### src/rtl/ceespu_gshare_btb_predictor.sv
// Gshare direction predictor with a direct-mapped BTB, speculative global history
// and mispredict recovery. A self-timed sweep clears the counter table after reset.
`timescale 1ns/1ps

module ceespu_gshare_btb_predictor #(
  parameter int INDEX_BITS = 8,
  parameter int HIST_BITS  = 8,
  parameter int BTB_BITS   = 4,
  parameter int ADDR_WIDTH = 16
) (
  input  logic                  clk,
  input  logic                  rst,
  output logic                  ready,
  input  logic                  fetch_valid,
  input  logic [ADDR_WIDTH-1:0] fetch_pc,
  output logic                  pred_valid,
  output logic                  pred_taken,
  output logic                  pred_hit,
  output logic [ADDR_WIDTH-1:0] pred_target,
  output logic [1:0]            pred_state,
  output logic [HIST_BITS-1:0]  pred_history,
  input  logic                  upd_valid,
  input  logic [ADDR_WIDTH-1:0] upd_pc,
  input  logic                  upd_cond,
  input  logic                  upd_taken,
  input  logic [ADDR_WIDTH-1:0] upd_target,
  input  logic [1:0]            upd_state,
  input  logic [HIST_BITS-1:0]  upd_history,
  input  logic                  upd_mispredict
);

  localparam int PHT_SIZE = 1 << INDEX_BITS;
  localparam int BTB_SIZE = 1 << BTB_BITS;
  localparam int TAG_BITS = ADDR_WIDTH - BTB_BITS - 2;

  typedef enum logic {INIT, RUN} state_t;

  state_t                  state, state_next;
  logic [INDEX_BITS-1:0]   init_cnt;
  logic [HIST_BITS-1:0]    history;

  logic [1:0]              pht [PHT_SIZE];
  logic [BTB_SIZE-1:0]     btb_valid;
  logic [TAG_BITS-1:0]     btb_tag    [BTB_SIZE];
  logic [ADDR_WIDTH-1:0]   btb_target [BTB_SIZE];
  logic                    btb_cond   [BTB_SIZE];

  logic                    pred_cond;
  logic                    accept;
  logic [INDEX_BITS-1:0]   lk_idx;
  logic [BTB_BITS-1:0]     lk_btb;
  logic [TAG_BITS-1:0]     lk_tag;
  logic                    lk_hit;
  logic [1:0]              lk_state;
  logic                    lk_taken;

  logic                    upd_go;
  logic [INDEX_BITS-1:0]   upd_idx;
  logic [BTB_BITS-1:0]     upd_btb;
  logic [TAG_BITS-1:0]     upd_tag;
  logic [1:0]              upd_new_state;
  logic [HIST_BITS-1:0]    spec_hist;
  logic [HIST_BITS-1:0]    rec_hist;
  logic                    unused_pc_bits;

  assign unused_pc_bits = ^{fetch_pc[1:0], upd_pc[1:0]};

  always_ff @(posedge clk or posedge rst) begin
    if (rst) state <= INIT;
    else     state <= state_next;
  end

  always_comb begin
    state_next = state;
    case (state)
      INIT:    if (&init_cnt) state_next = RUN;
      RUN:     state_next = RUN;
      default: state_next = INIT;
    endcase
  end

  always_ff @(posedge clk or posedge rst) begin
    if (rst)                init_cnt <= '0;
    else if (state == INIT) init_cnt <= init_cnt + 1'b1;
  end

  assign ready  = (state == RUN);
  assign accept = fetch_valid && ready;
  assign upd_go = upd_valid && ready;

  // Lookup path: arrays are read combinationally and captured at the edge,
  // so a same-cycle update is seen only by the following lookup.
  always_comb begin
    lk_idx   = fetch_pc[INDEX_BITS+1:2] ^ INDEX_BITS'(history);
    lk_btb   = fetch_pc[BTB_BITS+1:2];
    lk_tag   = fetch_pc[ADDR_WIDTH-1:BTB_BITS+2];
    lk_hit   = btb_valid[lk_btb] && (btb_tag[lk_btb] == lk_tag);
    lk_state = pht[lk_idx];
    lk_taken = lk_hit && (!btb_cond[lk_btb] || lk_state[1]);
  end

  always_comb begin
    upd_idx = upd_pc[INDEX_BITS+1:2] ^ INDEX_BITS'(upd_history);
    upd_btb = upd_pc[BTB_BITS+1:2];
    upd_tag = upd_pc[ADDR_WIDTH-1:BTB_BITS+2];
    upd_new_state = upd_state;
    if (upd_taken && upd_state != 2'd3)      upd_new_state = upd_state + 2'd1;
    else if (!upd_taken && upd_state != 2'd0) upd_new_state = upd_state - 2'd1;
  end

  always_ff @(posedge clk) begin
    if (state == INIT)           pht[init_cnt] <= 2'd1;
    else if (upd_go && upd_cond) pht[upd_idx]  <= upd_new_state;
  end

  always_ff @(posedge clk or posedge rst) begin
    if (rst)                      btb_valid <= '0;
    else if (upd_go && upd_taken) btb_valid[upd_btb] <= 1'b1;
  end

  always_ff @(posedge clk) begin
    if (upd_go && upd_taken) begin
      btb_tag[upd_btb]    <= upd_tag;
      btb_target[upd_btb] <= upd_target;
      btb_cond[upd_btb]   <= upd_cond;
    end
  end

  always_ff @(posedge clk or posedge rst) begin
    if (rst) begin
      pred_valid   <= 1'b0;
      pred_taken   <= 1'b0;
      pred_hit     <= 1'b0;
      pred_cond    <= 1'b0;
      pred_target  <= '0;
      pred_state   <= '0;
      pred_history <= '0;
    end else begin
      pred_valid <= accept;
      pred_hit   <= accept && lk_hit;
      pred_taken <= accept && lk_taken;
      pred_cond  <= accept && lk_hit && btb_cond[lk_btb];
      if (accept) begin
        pred_target  <= lk_hit ? btb_target[lk_btb] : '0;
        pred_state   <= lk_state;
        pred_history <= history;
      end
    end
  end

  generate
    if (HIST_BITS == 1) begin : g_hist1
      assign spec_hist = pred_taken;
      assign rec_hist  = upd_cond ? upd_taken : upd_history;
    end else begin : g_histn
      assign spec_hist = {history[HIST_BITS-2:0], pred_taken};
      assign rec_hist  = upd_cond ? {upd_history[HIST_BITS-2:0], upd_taken} : upd_history;
    end
  endgenerate

  // Recovery from execute outranks a speculative shift landing on the same edge.
  always_ff @(posedge clk or posedge rst) begin
    if (rst)                                history <= '0;
    else if (upd_go && upd_mispredict)      history <= rec_hist;
    else if (pred_valid && pred_hit && pred_cond) history <= spec_hist;
  end

endmodule

### config.mk
export PLATFORM = sky130hd
export DESIGN_NAME = ceespu_gshare_btb_predictor
export DESIGN_NICKNAME = d
export VERILOG_FILES = /design/src/rtl/ceespu_gshare_btb_predictor.sv
export SDC_FILE = /design/constraint.sdc
export NUM_CORES = 1
export LEC_CHECK = 0
export ABC_CLOCK_PERIOD_IN_PS = 32900
export BUFFER_PORTS_ARGS = -buffer_cell sky130_fd_sc_hd__buf_4
export CORE_UTILIZATION = 50
export CTS_CLUSTER_SIZE = 24
export DETAILED_ROUTE_END_ITERATION = 16
export PLACE_DENSITY = 0.78
export SLEW_MARGIN = 30
export SYNTH_ARGS = -nofsm -noshare
export SYNTH_HDL_FRONTEND = slang
export SYNTH_SLANG_ARGS = --single-unit
### constraint.sdc
create_clock -name clk -period 32.9 [get_ports clk]
set_clock_uncertainty 0.1 [all_clocks]
set_input_delay 0 -clock clk [delete_from_list [all_inputs] [get_ports clk]]
set_output_delay 0 -clock clk [all_outputs]
set_load 0.01 [all_outputs]
* Yosys cells after proc, flatten, opt, wreduce, memory -nomap -nowiden
Memory sizes are Yosys's and may differ from the RTL's. Index checks and enable logic that the tools add are counted.
Storage, ports and cells: flip-flop bits (word level) 63, bits in writable memories 944, input port bits 65, output and inout bits 30, logic and storage cells 70, memories kept 4
Memories:
- pht | words 256, bits a word 2, read ports 1, clocked after Yosys merged registers in 0, write ports 1, RTL line 42 | logic [1:0] pht [PHT_SIZE];
- btb_target | words 16, bits a word 16, read ports 1, clocked after Yosys merged registers in 0, write ports 1, RTL line 45 | logic [ADDR_WIDTH-1:0] btb_target [BTB_SIZE];
- btb_tag | words 16, bits a word 10, read ports 1, clocked after Yosys merged registers in 0, write ports 1, RTL line 44 | logic [TAG_BITS-1:0] btb_tag [BTB_SIZE];
- btb_cond | words 16, bits a word 1, read ports 1, clocked after Yosys merged registers in 0, write ports 1, RTL line 46 | logic btb_cond [BTB_SIZE];
Operators by class: add/sub/neg operators 3, order comparisons 3, equal/unequal tests 2, mux-type cells 21, bitwise logic cells 4, reduce and logical (&&, ||, !) cells 22
Operators by type and width (count):
- 8-bit two-way mux | 4
- 16-bit two-way mux | 1
- 16-bit bitwise OR | 1
- 8-bit XOR | 2
- 1-bit logical AND | 15
- 10-bit == test | 1
- 4-bit by 5-bit < comparator with 1-bit output (second input constant) | 2
- 1-bit two-way mux | 10
- 8-bit by 1-bit adder with 8-bit output (second input constant) | 1
- 8-bit AND reduction | 1
- 2-bit two-way mux | 3
- 1-bit binary-select mux with 4-bit select | 1
- 1-bit demux with 4-bit select | 1
- 4-bit by 1-bit greater-or-equal comparator with 1-bit output (second input constant) | 1
- 2-bit nonzero test | 2
- 2-bit by 1-bit adder with 2-bit output (second input constant) | 1
- 1-bit zero test | 2
- 2-bit inequality test (second input constant) | 1
- 1-bit one-hot mux with 2 select lines | 1
- 2-bit OR reduction | 1
- 2-bit by 1-bit subtractor with 2-bit output (second input constant) | 1
- 1-bit logical OR | 1
- 1-bit NOT | 1

* Depth between registers and ports, before layout
Gate-level depths: netlist of run 1.
depth in word-level cells 7, depth in mapped cells 12, gate-level depth less buffers 8

* Worst setup path after synthesis of run 1
No wires, ideal clock.
kind reg2reg, start register state, in the netlist ready, end memory pht[0][1] (data pin), setup time 2246 ps, data arrival time 11170 ps, data required time 30554 ps, setup slack 19384 ps, stages on the path, launching flop included 4, buffers on the path 1, clock period less this slack 13516 ps, cell sequence dfrtp_1 > nand3_1 > clkbuf_1 > a211oi_1
On the way: longest elaborated chain between the ends 7
Ends and longest elaborated chain:
- start: declaration | RTL line 38 | state_t state, state_next;
- start signal: assignment | RTL line 70 | else state <= state_next;
- 1-bit logical AND | RTL line 89 | assign upd_go = upd_valid && ready;
- 1-bit logical AND | RTL line 113 | else if (upd_go && upd_cond) pht[upd_idx] <= upd_new_state;
- 1-bit two-way mux | RTL line 113
- 1-bit two-way mux (*) | RTL line 112 | if (state == INIT) pht[init_cnt] <= 2'd1;
- 1-bit two-way mux (not written as such) (*) | RTL line 113
- 2-bit OR reduction (no source line) (*)
- 2-bit two-way mux (no source line) (*)
- end: declaration | RTL line 42
Every way passes the cells marked *; elsewhere a longest branch is shown, timed or not.

* Worst setup path in the final report of run 1
start input fetch_pc[2], end register pred_target[4]
On the way: longest elaborated chain between the ends 4, elaborated cells on any way between the ends 7, those cells by class eq/ne: 1; mux: 3; reduce/logical: 1; memory: 2
Ends and longest elaborated chain:
- start: declaration | RTL line 15 | input logic [ADDR_WIDTH-1:0] fetch_pc,
- memory 16 x 10 bit or 1-bit binary-select mux with 4-bit select (tied branches)
- 10-bit == test or 1-bit two-way mux (tied branches) | RTL line 97 | lk_hit = btb_valid[lk_btb] && (btb_tag[lk_btb] == lk_tag);
- 1-bit logical AND | RTL line 97
- 16-bit two-way mux (*) | RTL line 144 | pred_target <= lk_hit ? btb_target[lk_btb] : '0;
- end signal: assignment | RTL line 144
- end: declaration | RTL line 19 | output logic [ADDR_WIDTH-1:0] pred_target,
Every way passes the cells marked *; elsewhere a longest branch is shown, timed or not. The select of a mux whose other input is x is not followed. A chain may end at the register's enable or synchronous reset.

==> run metrics, run 1 <==
GRT Overall Usage=0.2430; Hold Fails Final Rpt=24; VDD IR max=0.00008521 V; # nets final=2422; initial antenna violation count=1; post-synth net total=2237; Syn Inst Count=2169; failing checks=hold timing; Tmin final=4.753 ns; WL final=98460 µm; Detail Route Antenna Nets=0; Synth async-reset ratio=0.06256; worst skew pair latency=0.67 ns; PostCTS Resize Cnt=0; synthesis-to-layout area growth=14.56%; Post-CTS Setup Bufs=0; Clock transition at path regs=0.06 ns; design area=0.04641 mm²; CTS buffer count=96; CP arrival=5.26 ns; io pins=95; Overflow after GRT=0; H-tree level count=3; P per Cell Area=55.85 mW/mm²; Least-Margin Pin Slew=0.9748 ns; Hold WC Path Type=primary input to asynchronous set/reset pin; # diodes=0; ys flop type=edfxtp_1; Util after Layout=0.5780; commonest non-fill, non-tap cell in the layout=edfxtp_1; largest net degree at the start of global routing=125; CTS tree=built; Post-Syn Area=0.04051 mm²; Final Wtd Congestion=0.8597; CTS root buf=clkbuf_16; most frequent cells in the layout=edfxtp_1, nor2_1, mux4_2, nand2_1, buf_4; row count=104; port bufs=90; Sink Count=1007; startpoint types=primary input; Setup Crit Path Kind=primary input to flip-flop; vias in the first global route=22680; Hold Buf Count CTS=59; Final period util=0.1445; core region area=0.08029 mm²; number of synthesized flops with an enable pin=944; Pins Over Slew Limit=0; unrepaired setup endpoints after global routing=no; post-route setup TNS=0 ns; DP HPWL=53710 µm; Die X=286.6 µm; DRT Pass-1 Iters=5; first-pass GRT wire length=145800 µm; status=finished with violations; Max-slew headroom=0.3333; full die area=0.08216 mm²; drt drc=0; Final setup viols=0; CP required=33.40 ns; register area share after synthesis=0.7387; drt initial violations=2807; Ys Warns=0; layout cells sized above 1=0.2387; die height=286.6 µm; Mapped Avg Cell Area=18.68 µm²; Placement Cell Area=0.04255 mm²; CP endpoint kind=flip-flop; Vias/cell=6.282; maxcap violations=0; Synth Register Bits=1007; Tot Pwr=2.592 mW; CTS max path bufs=3; Initial Util=0.5046; worst hold margin=-0.03847 ns; Max FO, Critical Path=41; WL/cell=28.18 µm; vias=21950; f_max=0.2104 GHz; Leakage Power=14.88 nW; Netlist cell types=58
logic make-up (layout without fill, tap and decap cells):
group	count (synthesis)	in the layout	synth area share
buffers and inverters	130	395	0.01649
xor gates and xnor gates	41	41	0.009420
adders and majority gates	3	3	0.0009267
AOI/OAI and AO/OA	104	104	0.01872
and+or+nand+nor	596	596	0.06159
muxes	288	288	0.1542
DFF	1007	1007	0.7387
cell type report:
type,instances,area [µm²]
fillers,5607,33880
flip-flops and latches,1007,29920
multi-input cells,1032,10150
clock buffers,127,2609
repair buffers,210,1782
well taps,1060,1326
clock inverters,51,589.3
inverters,7,27.53
sequential cells by signal, indices dropped and copies added (netlist names):
signal and flops:
init_cnt 8, btb_target 256, btb_valid 16, ready 1, pred_valid 1, history 8
pred_cond 1, pred_history 8, btb_tag 160, pred_target 16, pred_hit 1, pred_taken 1
pred_state 2, btb_cond 16, pht 512
per-stage QoR:
stage                     worst slack [ns]  hold WS, ns  cells
after floorplan                      19.38    -0.001131   2169
final                                28.15     -0.03847   3494
after detailed placement             27.94       0.1983   3253
after CTS                            28.09      0.02825   3490
after global placement               28.02       0.1817   3253
after global routing                 27.72     0.007683   3494
where the power goes:
part	total [mW]	switching, mW	internal (mW)
registers	1.39	0	1.39
clock network	1.11	0.482	0.628
logic	0.0936	0.0545	0.0391
Yosys cell counts (all sizes together) (5+ instances only):
library cell | count | area [µm²]
a2111oi | 5 | 43.79
a211oi | 10 | 75.07
a21oi | 17 | 85.08
a22o | 17 | 148.9
a22oi | 9 | 67.56
a311oi | 5 | 43.79
a31oi | 7 | 43.79
buf | 57 | 394.1
clkbuf | 66 | 247.7
dfrtp | 63 | 1577
edfxtp | 944 | 28350
inv | 7 | 26.27
mux2 | 10 | 112.6
mux2i | 18 | 180.2
mux4 | 260 | 5953
nand2 | 147 | 551.8
nand3 | 55 | 275.3
nand4 | 13 | 81.33
nor2 | 313 | 1175
nor2b | 10 | 62.56
nor3 | 19 | 95.09
nor4 | 6 | 37.54
o21a | 6 | 45.04
o21ai | 10 | 50.05
or2 | 17 | 106.4
xnor2 | 22 | 200.2
xor2 | 19 | 181.4
worst max-delay path, cell delays in order:
cell and delay [ns]:
buf_6 0.40, buf_4 0.73, buf_4 0.76, mux4_2 0.61, mux4_2 0.49, xor2_1 0.17, nor3_1 0.12, dlygate4sd3_1 0.56
nand3_1 0.09, dlygate4sd3_1 0.65, inv_2 0.35, a22o_1 0.20
metal layers:
layer,track usage,vias up,wire length (µm)
met5,0,-,13
met2,0.4111,1412,50060
li1,-,9008,-
met4,0.09398,2,3867
met3,0.05310,256,10380
met1,0.3072,11270,34150
final timing paths:
path                                       end  cells past startpoint    startpoint  slack [ns]
min in group clk                pred_target[9]                      3   fetch_pc[4]        0.06
worst min-delay path            pred_target[9]                      4           rst       -0.04
worst max register to register   pred_state[1]                     10    history[1]       28.43
worst min register to register    btb_valid[7]                      1  btb_valid[7]        0.37
worst max-delay path            pred_target[4]                     12   fetch_pc[2]       28.15
max in group asynchronous           history[6]                      4           rst       32.21
(Power assumes the default switching activity.)
==> run 2, diff against run 1 <==
ABC_CLOCK_PERIOD_IN_PS = 4650   (was 32900)
clock period = 4.65 ns   (was 32.9 ns; I/O delays follow)
==> run 2 against run 1 <==
Net effect:
- the run now ends clean
- non-clock buffer count up 17
- final area is 0.49% higher
- clock power grew to 7.1 times the previous value
- sequential share of layout area is 0.32 points lower
- combinational power grew to 7.4 times the previous value
- register-to-register slack worse by 28 ns
- routed wire length rose by 4.2%
- core utilization up 0.29 points
==> run metrics, run 2 (synthesized netlist as in run 1, its figures left out) <==
Die X=286.6 µm (unchanged); Final setup viols=0 (unchanged); post-route setup TNS=0 ns (unchanged); final cell count without fillers=3512 (was 3494); row count=104 (unchanged); initial antenna violation count=2 (was 1); Buf/Inv on CP=2 (was 6); Leakage Power=14.99 nW (was 14.88 nW); Worst path slowest cell=xnor2_4 (was buf_4); grt met2 use=0.4236 (was 0.4111); Tmin final=3.904 ns; Largest stage delay, worst path=0.77 ns (was 0.76 ns); CP arrival=4.34 ns (was 5.26 ns); Pins Over Slew Limit=0 (unchanged); startpoint types=flip-flop (was primary input); DRT Pass-1 Iters=6 (was 5); maxcap violations=0 (unchanged); Detail Route Antenna Nets=0 (unchanged); Largest Register=pht (unchanged); largest net degree at the start of global routing=257 (was 125); Final Wtd Congestion=0.8361 (was 0.8597); CTS buffer count=96 (unchanged); worst reg2reg setup slack=0.75 ns (was 28.43 ns); # diodes=0 (unchanged); reg-to-reg startpoint=history[0] (was history[1]); Final period util=0.8395; first-pass GRT wire length=149100 µm (was 145800 µm); Max FO, Critical Path=34 (was 41); # nets final=2439 (was 2422); met1 Track Usage GR=0.3068 (was 0.3072); Vias/cell=6.401 (was 6.282); Hold WC Path Type=primary input to flip-flop (was primary input to asynchronous set/reset pin); drt initial violations=3050 (was 2807); worst skew pair latency=0.67 ns (about the same); # fillers=5519 (was 5607); io pins=95 (unchanged); P per Cell Area=394.1 mW/mm² (was 55.85 mW/mm²); WL/cell=29.23 µm (was 28.18 µm); full die area=0.08216 mm² (unchanged); GRT Overall Usage=0.2500 (was 0.2430); CP endpoint kind=flip-flop (unchanged); min-delay src=upd_pc[3]; Sink Count=1007 (unchanged); DP HPWL=57350 µm (was 53710 µm); Top Usage Layer GRT=met2 (unchanged); Clock transition at path regs=0.06 ns (about the same); critical path, cell by cell=xnor2_4 > buf_12 > mux4_1 > nand2_1 > nand3_1 > a2111oi_0 > buf_4 > nor3_1 > a221o_1 (was buf_6 > buf_4 > buf_4 > mux4_2 > mux4_2 > xor2_1 > nor3_1 > dlygate4sd3_1 > nand3_1 > dlygate4sd3_1 > inv_2 > a22o_1); layout cells sized above 1=0.2455 (was 0.2387); status=completed (was finished with violations); Max-slew headroom=0.3603 (was 0.3333); reg2reg end=pred_state[0] (was pred_state[1]); CTS max path bufs=3 (unchanged); max reg flops=512 (unchanged); Placed Cells=3273 (was 3253); cells on worst reg2reg path=9 (was 10); CTS root buf=clkbuf_16 (unchanged); core region area=0.08029 mm² (unchanged); port bufs=90 (unchanged); Setup Crit Path Kind=flip-flop to flip-flop (was primary input to flip-flop); VDD IR max=0.0003726 V (was 0.00008521 V); hold worst-path end=btb_tag[4][1]; hold depth=3; WL final=102600 µm (was 98460 µm); synthesis-to-layout area growth=15.12% (was 14.56%); CTS tree=built (unchanged); drt drc=0 (unchanged); CP required=5.09 ns (was 33.40 ns); f_max=0.2562 GHz; die height=286.6 µm (unchanged); H-tree level count=3 (unchanged); delay-heaviest family, CP=compound AO/OA/AOI/OAI gates (was buffers and inverters); vias in the first global route=23210 (was 22680); Overflow after GRT=0 (unchanged); commonest non-fill, non-tap cell in the layout=edfxtp_1 (unchanged); Hold Fails Final Rpt=0 (was 24); largest registers=pht x512, btb_target x256, btb_tag x160 (unchanged); most frequent cells in the layout=edfxtp_1, nor2_1, mux4_2, buf_4, nand2_1 (was edfxtp_1, nor2_1, mux4_2, nand2_1, buf_4); Least-Margin Pin Slew=0.9548 ns (was 0.9748 ns); vias=22480 (was 21950); global-route met3 utilization=0.05517 (was 0.05310); Initial Util=0.5046 (unchanged); unrepaired setup endpoints after global routing=no (unchanged); Post-CTS Setup Bufs=0 (unchanged)
==> run 2: cell types whose count changed in the layout (fill, tap and decap cells not counted), moves of 2 or more <==
cell and change:
clkbuf_8 -5, clkinv_2 +6, dlygate4sd3_1 -2, bufinv_16 +2
buf_16 +3, clkinvlp_4 +2, buf_6 -6, buf_12 +7
inv_6 +2, inv_16 -2, buf_4 +14
==> run 2: metrics by stage <==
step           cell area, µm²  hold slack (ns)  power [mW]  worst slack [ns]    util
5_1_grt                 46640         0.006418       18.77            0.6041  0.5809
3_3_place_gp            42770          -0.1752       10.65            0.8157  0.5327
6_report                46640          0.01900       18.38            0.7463  0.5809
3_5_place_dp            42830          -0.1747       10.66            0.8336  0.5335
2_1_floorplan           40540        -0.001131       10.41           -0.6313       -
4_1_cts                 46580         0.001166       18.39            0.7756  0.5802
==> run 2: per-layer routing <==
| layer | vias up | wire length (µm) |
|---|---|---|
| met4 | 2 | 4911 |
| met1 | 11540 | 34680 |
| met2 | 1543 | 52380 |
| met5 | - | 11 |
| li1 | 9059 | - |
| met3 | 343 | 10650 |
==> run 2: layout make-up <==
class	count	area, µm²	share of cell area
multi-input cells	1032	10150	0.2177
clock inverters	59	646.9	0.01387
repair buffers	227	2036	0.04365
flip-flops and latches	1007	29920	0.6416
inverters	7	27.53	0.0005902
well taps	1060	1326	0.02844
clock buffers	120	2522	0.05409
==> run 2: report_power, final <==
part           leakage [nW]  switching, mW  internal (mW)
sequential             9.20              0           9.82
combinational          4.25          0.402          0.288
clock                  1.54           3.42           4.44
==> run 2: how the worst max path moves through the flow <==
stage | startpoint | end | slack, ns | cells after the start
floorplan | ready | pht[0][1] | -0.63 | 3
global placement | history[0] | pred_state[0] | 0.82 | 9
detailed placement | history[0] | pred_state[0] | 0.83 | 9
CTS | history[0] | pred_state[0] | 0.78 | 9
global route | history[0] | pred_state[0] | 0.60 | 9
finish | history[0] | pred_state[0] | 0.75 | 9
==> run 2: repair_timing <==
action | in CTS | in global routing
hold buffers | 58 | 0
endpoints found under the hold margin | 509 | 0
resized for setup | 0 | 0
==> run 2: worst reg2reg max path, delay by kind of cell, from the launching register on <==
family / cells / cell delay [ns]
AO/OA/AOI/OAI: 2 / 0.85
XOR/XNOR: 1 / 0.77
multiplexers: 1 / 0.66
buffers and inverters: 2 / 0.60
flip-flops: 1 / 0.53
AND/OR/NAND/NOR: 3 / 0.27
